$ cat src/rtl/photon_event_capture.sv
// Photon trigger receiver: synchronizes the one-shot pulse, timestamps its rising
// edge under a dead-time window, and queues events for valid/ready readout.
module photon_event_capture #(
    parameter int TS_WIDTH    = 16,
    parameter int FIFO_DEPTH  = 4,
    parameter int DEAD_CYCLES = 2,
    parameter int CNT_WIDTH   = 8
) (
    input  logic                          clk,
    input  logic                          rst,
    input  logic                          pulse_in,
    output logic                          evt_valid,
    input  logic                          evt_ready,
    output logic [TS_WIDTH-1:0]           evt_timestamp,
    output logic [$clog2(FIFO_DEPTH):0]   fifo_level,
    output logic [CNT_WIDTH-1:0]          overflow_count
);

    localparam int AW = $clog2(FIFO_DEPTH);
    localparam int DW = (DEAD_CYCLES > 0) ? $clog2(DEAD_CYCLES + 1) : 1;
    localparam logic [DW-1:0]        DEAD_LOAD = DW'(DEAD_CYCLES);
    localparam logic [AW:0]          LVL_FULL  = (AW + 1)'(FIFO_DEPTH);
    localparam logic [CNT_WIDTH-1:0] CNT_MAX   = '1;

    logic [TS_WIDTH-1:0] ts_cnt;
    logic                s1, s2, s3;
    logic                fill1, fill2;
    logic                armed;
    logic [DW-1:0]       dead_cnt;
    logic [TS_WIDTH-1:0] mem [FIFO_DEPTH];
    logic [AW-1:0]       wr_ptr, rd_ptr;
    logic                rise, accept, full, pop, push, drop;
    logic [AW:0]         level_nxt;

    assign rise   = s2 & ~s3 & armed;
    assign accept = rise & (dead_cnt == '0);
    assign full   = (fifo_level == LVL_FULL);
    assign pop    = evt_valid & evt_ready;
    assign push   = accept & (~full | pop);
    assign drop   = accept & full & ~pop;

    always_comb begin
        level_nxt = fifo_level;
        if (push && !pop)
            level_nxt = fifo_level + 1'b1;
        else if (pop && !push)
            level_nxt = fifo_level - 1'b1;
    end

    // The zeros left in s2 by reset are not real samples of a low pulse, so arming
    // waits until s2 has been filled from pulse_in; a level held through reset stays unarmed.
    always_ff @(posedge clk) begin
        if (rst) begin
            ts_cnt <= '0;
            s1     <= 1'b0;
            s2     <= 1'b0;
            s3     <= 1'b0;
            fill1  <= 1'b0;
            fill2  <= 1'b0;
            armed  <= 1'b0;
        end else begin
            ts_cnt <= ts_cnt + 1'b1;
            s1     <= pulse_in;
            s2     <= s1;
            s3     <= s2;
            fill1  <= 1'b1;
            fill2  <= fill1;
            armed  <= armed | (fill2 & ~s2);
        end
    end

    always_ff @(posedge clk) begin
        if (rst)
            dead_cnt <= '0;
        else if (accept)
            dead_cnt <= DEAD_LOAD;
        else if (dead_cnt != '0)
            dead_cnt <= dead_cnt - 1'b1;
    end

    // Rise is seen one cycle after ts_cnt passed the sampling edge, hence the -1.
    always_ff @(posedge clk) begin
        if (rst) begin
            for (int i = 0; i < FIFO_DEPTH; i++)
                mem[i] <= '0;
        end else if (push) begin
            mem[wr_ptr] <= ts_cnt - 1'b1;
        end
    end

    always_ff @(posedge clk) begin
        if (rst) begin
            wr_ptr         <= '0;
            rd_ptr         <= '0;
            fifo_level     <= '0;
            evt_valid      <= 1'b0;
            overflow_count <= '0;
        end else begin
            if (push)
                wr_ptr <= wr_ptr + 1'b1;
            if (pop)
                rd_ptr <= rd_ptr + 1'b1;
            fifo_level <= level_nxt;
            evt_valid  <= (level_nxt != '0);
            if (drop && overflow_count != CNT_MAX)
                overflow_count <= overflow_count + 1'b1;
        end
    end

    assign evt_timestamp = mem[rd_ptr];

endmodule

$ cat config.mk
export PLATFORM = sky130hd
export DESIGN_NAME = photon_event_capture
export DESIGN_NICKNAME = d
export VERILOG_FILES = /design/src/rtl/photon_event_capture.sv
export SDC_FILE = /design/constraint.sdc
export NUM_CORES = 1
export LEC_CHECK = 0
export CORE_ASPECT_RATIO = 0.75
export CORE_UTILIZATION = 60
export CTS_CLUSTER_SIZE = 24
export DETAILED_ROUTE_END_ITERATION = 16
export MAX_ROUTING_LAYER = met4
export PLACE_DENSITY = 0.81
export SLEW_MARGIN = 20
export SYNTH_ARGS = -nofsm -noshare
export SYNTH_HDL_FRONTEND = slang
export SYNTH_SLANG_ARGS = --single-unit
$ cat constraint.sdc
create_clock -name clk -period 4.1 [get_ports clk]
set_input_delay 0.82 -clock clk [delete_from_list [all_inputs] [get_ports clk]]
set_output_delay 0.82 -clock clk [all_outputs]
set_load 0.005 [all_outputs]
==> results.json <==
{
  "netlist.area_leader.share_pct": 41.3,
  "place_congestion": 0.789,
  "fin_nets": 429,
  "p_switching_mw": 0.605,
  "switching_share_pct": 27.3,
  "reg2reg_to": "mem[0][2]$_SDFFCE_PN0P_",
  "rsz0062_at_grt": "no",
  "cts_resized": 0,
  "cellInternalPower_mw": 1.61,
  "drv_slew": 0,
  "grt_usage_pct": 23.7,
  "p_comb_share_pct": 17.4,
  "p_leak_nw": 1.85,
  "synth_seq_cells": 106,
  "worstSetupPathType": "flop to output pin",
  "fin_ws_ps": 1180,
  "tightest_slew_ps": 755,
  "numPortBuffers": 31,
  "area_growth_pct": 11.8,
  "drt-initial-drc-count": 262,
  "p_per_area_mw_per_mm2": 426,
  "die_area_mm2": 0.00812,
  "met2_usage_pct": 36.1,
  "die_x_um": 104,
  "drt_wl_total_mm": 8.46,
  "drive_gt1_share_pct": 13.0,
  "ios": 32,
  "gr-max-usage-layer": "met2",
  "min_path_cells": 1,
  "crit_path_end_kind": "output pin",
  "tns_ps": 0,
  "clockBufferDepth": 2,
  "routedWlPerCell_um": 16.1,
  "post-dp-hpwl_mm": 5.86,
  "fin_crit_sh_pct": 71.2,
  "yosysUniqueCellTypes": 44,
  "crit_slowest_cell": "dfxtp_1",
  "required_ps": 3280,
  "ir_drop_uv": 218,
  "fin_crit_ps": 2920,
  "cts_tree": "yes",
  "cts-root-buf": "clkbuf_8",
  "firstDrtPassIters": 5,
  "synth_edf_count": 64,
  "drc": 0,
  "yosys_warnings": 0,
  "pwr-share-clk_pct": 27.8,
  "final_common_cell": "nor2_1",
  "hold_start": "dead_cnt[0]$_SDFFE_PP0P_",
  "final_cell_mix": "nor2_1 (92), edfxtp_1 (64), dfxtp_1 (42), clkdlybuf4s50_1 (31), nand2_1 (23)",
  "syn_inst": 394,
  "cts_hold_buf": 0,
  "hold_viol_final": 0,
  "cts_buffers": 9,
  "skew_ps": 12.1,
  "start_kind": "flop",
  "fmax_mhz": 343,
  "maxCapViolCount": 0,
  "clock_sinks": 106,
  "grt.overflow.total": 0,
  "slew_headroom_pct": 49.6,
  "cp_slowest_stage_delay_ps": 830,
  "synthTopCellsByArea": "edfxtp_1 (41%), dfxtp_1 (18%), mux4_2 (7.7%), nor2_1 (7.4%), xnor2_1 (3.8%)",
  "fin_util_pct": 70.1,
  "avgSynthCellArea_um2": 11.8,
  "diodes": 0,
  "r2r_slack_ps": 1470,
  "fp.coreArea_mm2": 0.00743,
  "seqPwrFrac_pct": 54.8,
  "setup_viol": 0,
  "mappedNetlistNets": 404,
  "reg2reg_depth": 8,
  "avgViaCountPerCell": 5.60,
  "clkLatencyLatePin_ps": 380,
  "first_global_vias": 2745,
  "cts.clk_slew.worst_paths_ps": 110,
  "postRouteAntennaNets": 0,
  "fp.dieH_um": 78.3,
  "critPathMaxFanout": 16,
  "synth_top_area_cell": "edfxtp_1",
  "num_vias": 2940,
  "status": "complete, no violations",
  "syn_area_mm2": 0.00466,
  "pre_cts_ws_ps": 784,
  "grt_pass1_wl_mm": 13.9,
  "reg2reg_from": "fifo_level[1]$_SDFF_PP0_",
  "async_flop_share_pct": 0,
  "hold_end": "dead_cnt[0]$_SDFFE_PP0P_",
  "globalRouteMet1Util_pct": 32.2,
  "ys.flop_type": "edfxtp_1",
  "crit_chain": "mux4_2, clkdlybuf4s50_1",
  "rows": 27,
  "yosysSeqAreaShare_pct": 59.3,
  "cts_setup_buffers": 0,
  "antenna_found_initial": 0,
  "grt_max_degree": 41,
  "layout.filler_cells": 542,
  "htreeDepth": 3,
  "cp_data_arrival_time_ps": 2100,
  "floorplan.initialDensity_pct": 62.6,
  "hold_path_class": "flop to flop",
  "use_met3_pct": 5.81
}
## stage by stage
step / instances / cell area [um2] / power, mW / hold slack [ps]
2_1_floorplan: 394 / 4660 / 1.48 / 413
3_3_place_gp: 509 / 5010 / 1.62 / 425
3_5_place_dp: 509 / 5010 / 1.63 / 435
4_1_cts: 525 / 5210 / 2.23 / 450
5_1_grt: 525 / 5210 / 2.31 / 468
6_report: 525 / 5210 / 2.22 / 446
## cells in the mapped netlist, drive strengths merged, types with 2 or more instances
master  count
inv         9
xnor2      20
nor3        7
nand2      24
nor2b       4
xor2       19
o21ai       5
or3         6
dfxtp      42
ha          6
nand4       3
nor2      101
edfxtp     64
buf         8
nor4        5
clkbuf     15
nand3b      2
mux4       16
and3        3
a21oi       4
and2        2
nand3      17
## power groups by stage
stage	sequential (mW)	combinational, mW	clock [mW]
final	1.22	0.386	0.616
after global routing	1.22	0.425	0.660
after CTS	1.22	0.388	0.623
after detailed placement	1.24	0.387	0
after global placement	1.24	0.380	0
after floorplan	1.22	0.252	0
## sequential cells by signal, indices dropped and copies added (netlist names), named ones only
signal and flops:
s2 1, mem 64, armed 1, fill2 1
rd_ptr 2, fifo_level 3, s3 1, ts_cnt 16
dead_cnt 2, evt_valid 1, s1 1, wr_ptr 2
fill1 1, overflow_count 8
## logic make-up (layout without fill, tap and decap cells)
kind of cell,Yosys count,count (layout),share of synthesized area (%)
AOI/OAI and AO/OA,14,14,1.80
xor gates and xnor gates,39,39,7.34
adders and majority gates,6,6,1.61
buffers and inverters,32,62,3.36
DFF,106,106,59.3
muxes,16,16,7.74
and+or+nand+nor,181,181,18.8
## worst max path at each step
| stage | start | to | slack [ps] | depth (start not counted) |
|---|---|---|---|---|
| 4_1_cts | flop | evt_timestamp[2] | 1150 | 2 |
| 2_1_floorplan | evt_ready | mem[3][0]$_DFFE_PP_ | 1370 | 4 |
| 3_3_place_gp | evt_ready | mem[0][9]$_SDFFCE_PN0P_ | 850 | 8 |
| 5_1_grt | flop | evt_timestamp[8] | 1080 | 2 |
| 3_5_place_dp | evt_ready | mem[0][9]$_SDFFCE_PN0P_ | 780 | 8 |
| 6_report | flop | evt_timestamp[14] | 1180 | 2 |
## metal layers
metal | vias up | part of all wire, %
li1 | 1410 | -
met1 | 1411 | 45
met2 | 104 | 46
met3 | 15 | 7.6
met4 | 0 | 1.2
met5 | - | 0
## cell type report
type / instances / area [um2] / area share [%]
Clock buffer: 9 / 124 / 2.38
Clock inverter: 7 / 67.6 / 1.30
Inverter: 9 / 33.8 / 0.649
Multi-Input combinational cell: 256 / 1740 / 33.4
Sequential cell: 106 / 2760 / 53.1
Tap cell: 101 / 126 / 2.43
Timing Repair Buffer: 37 / 355 / 6.83
## worst max-delay path: cells and delay by family (launching register included)
kind	cells	cell delay [ps]
flip-flops	1	830
buffers and inverters	1	460
multiplexers	1	430
Note: power is estimated with default switching activity, not from simulation.
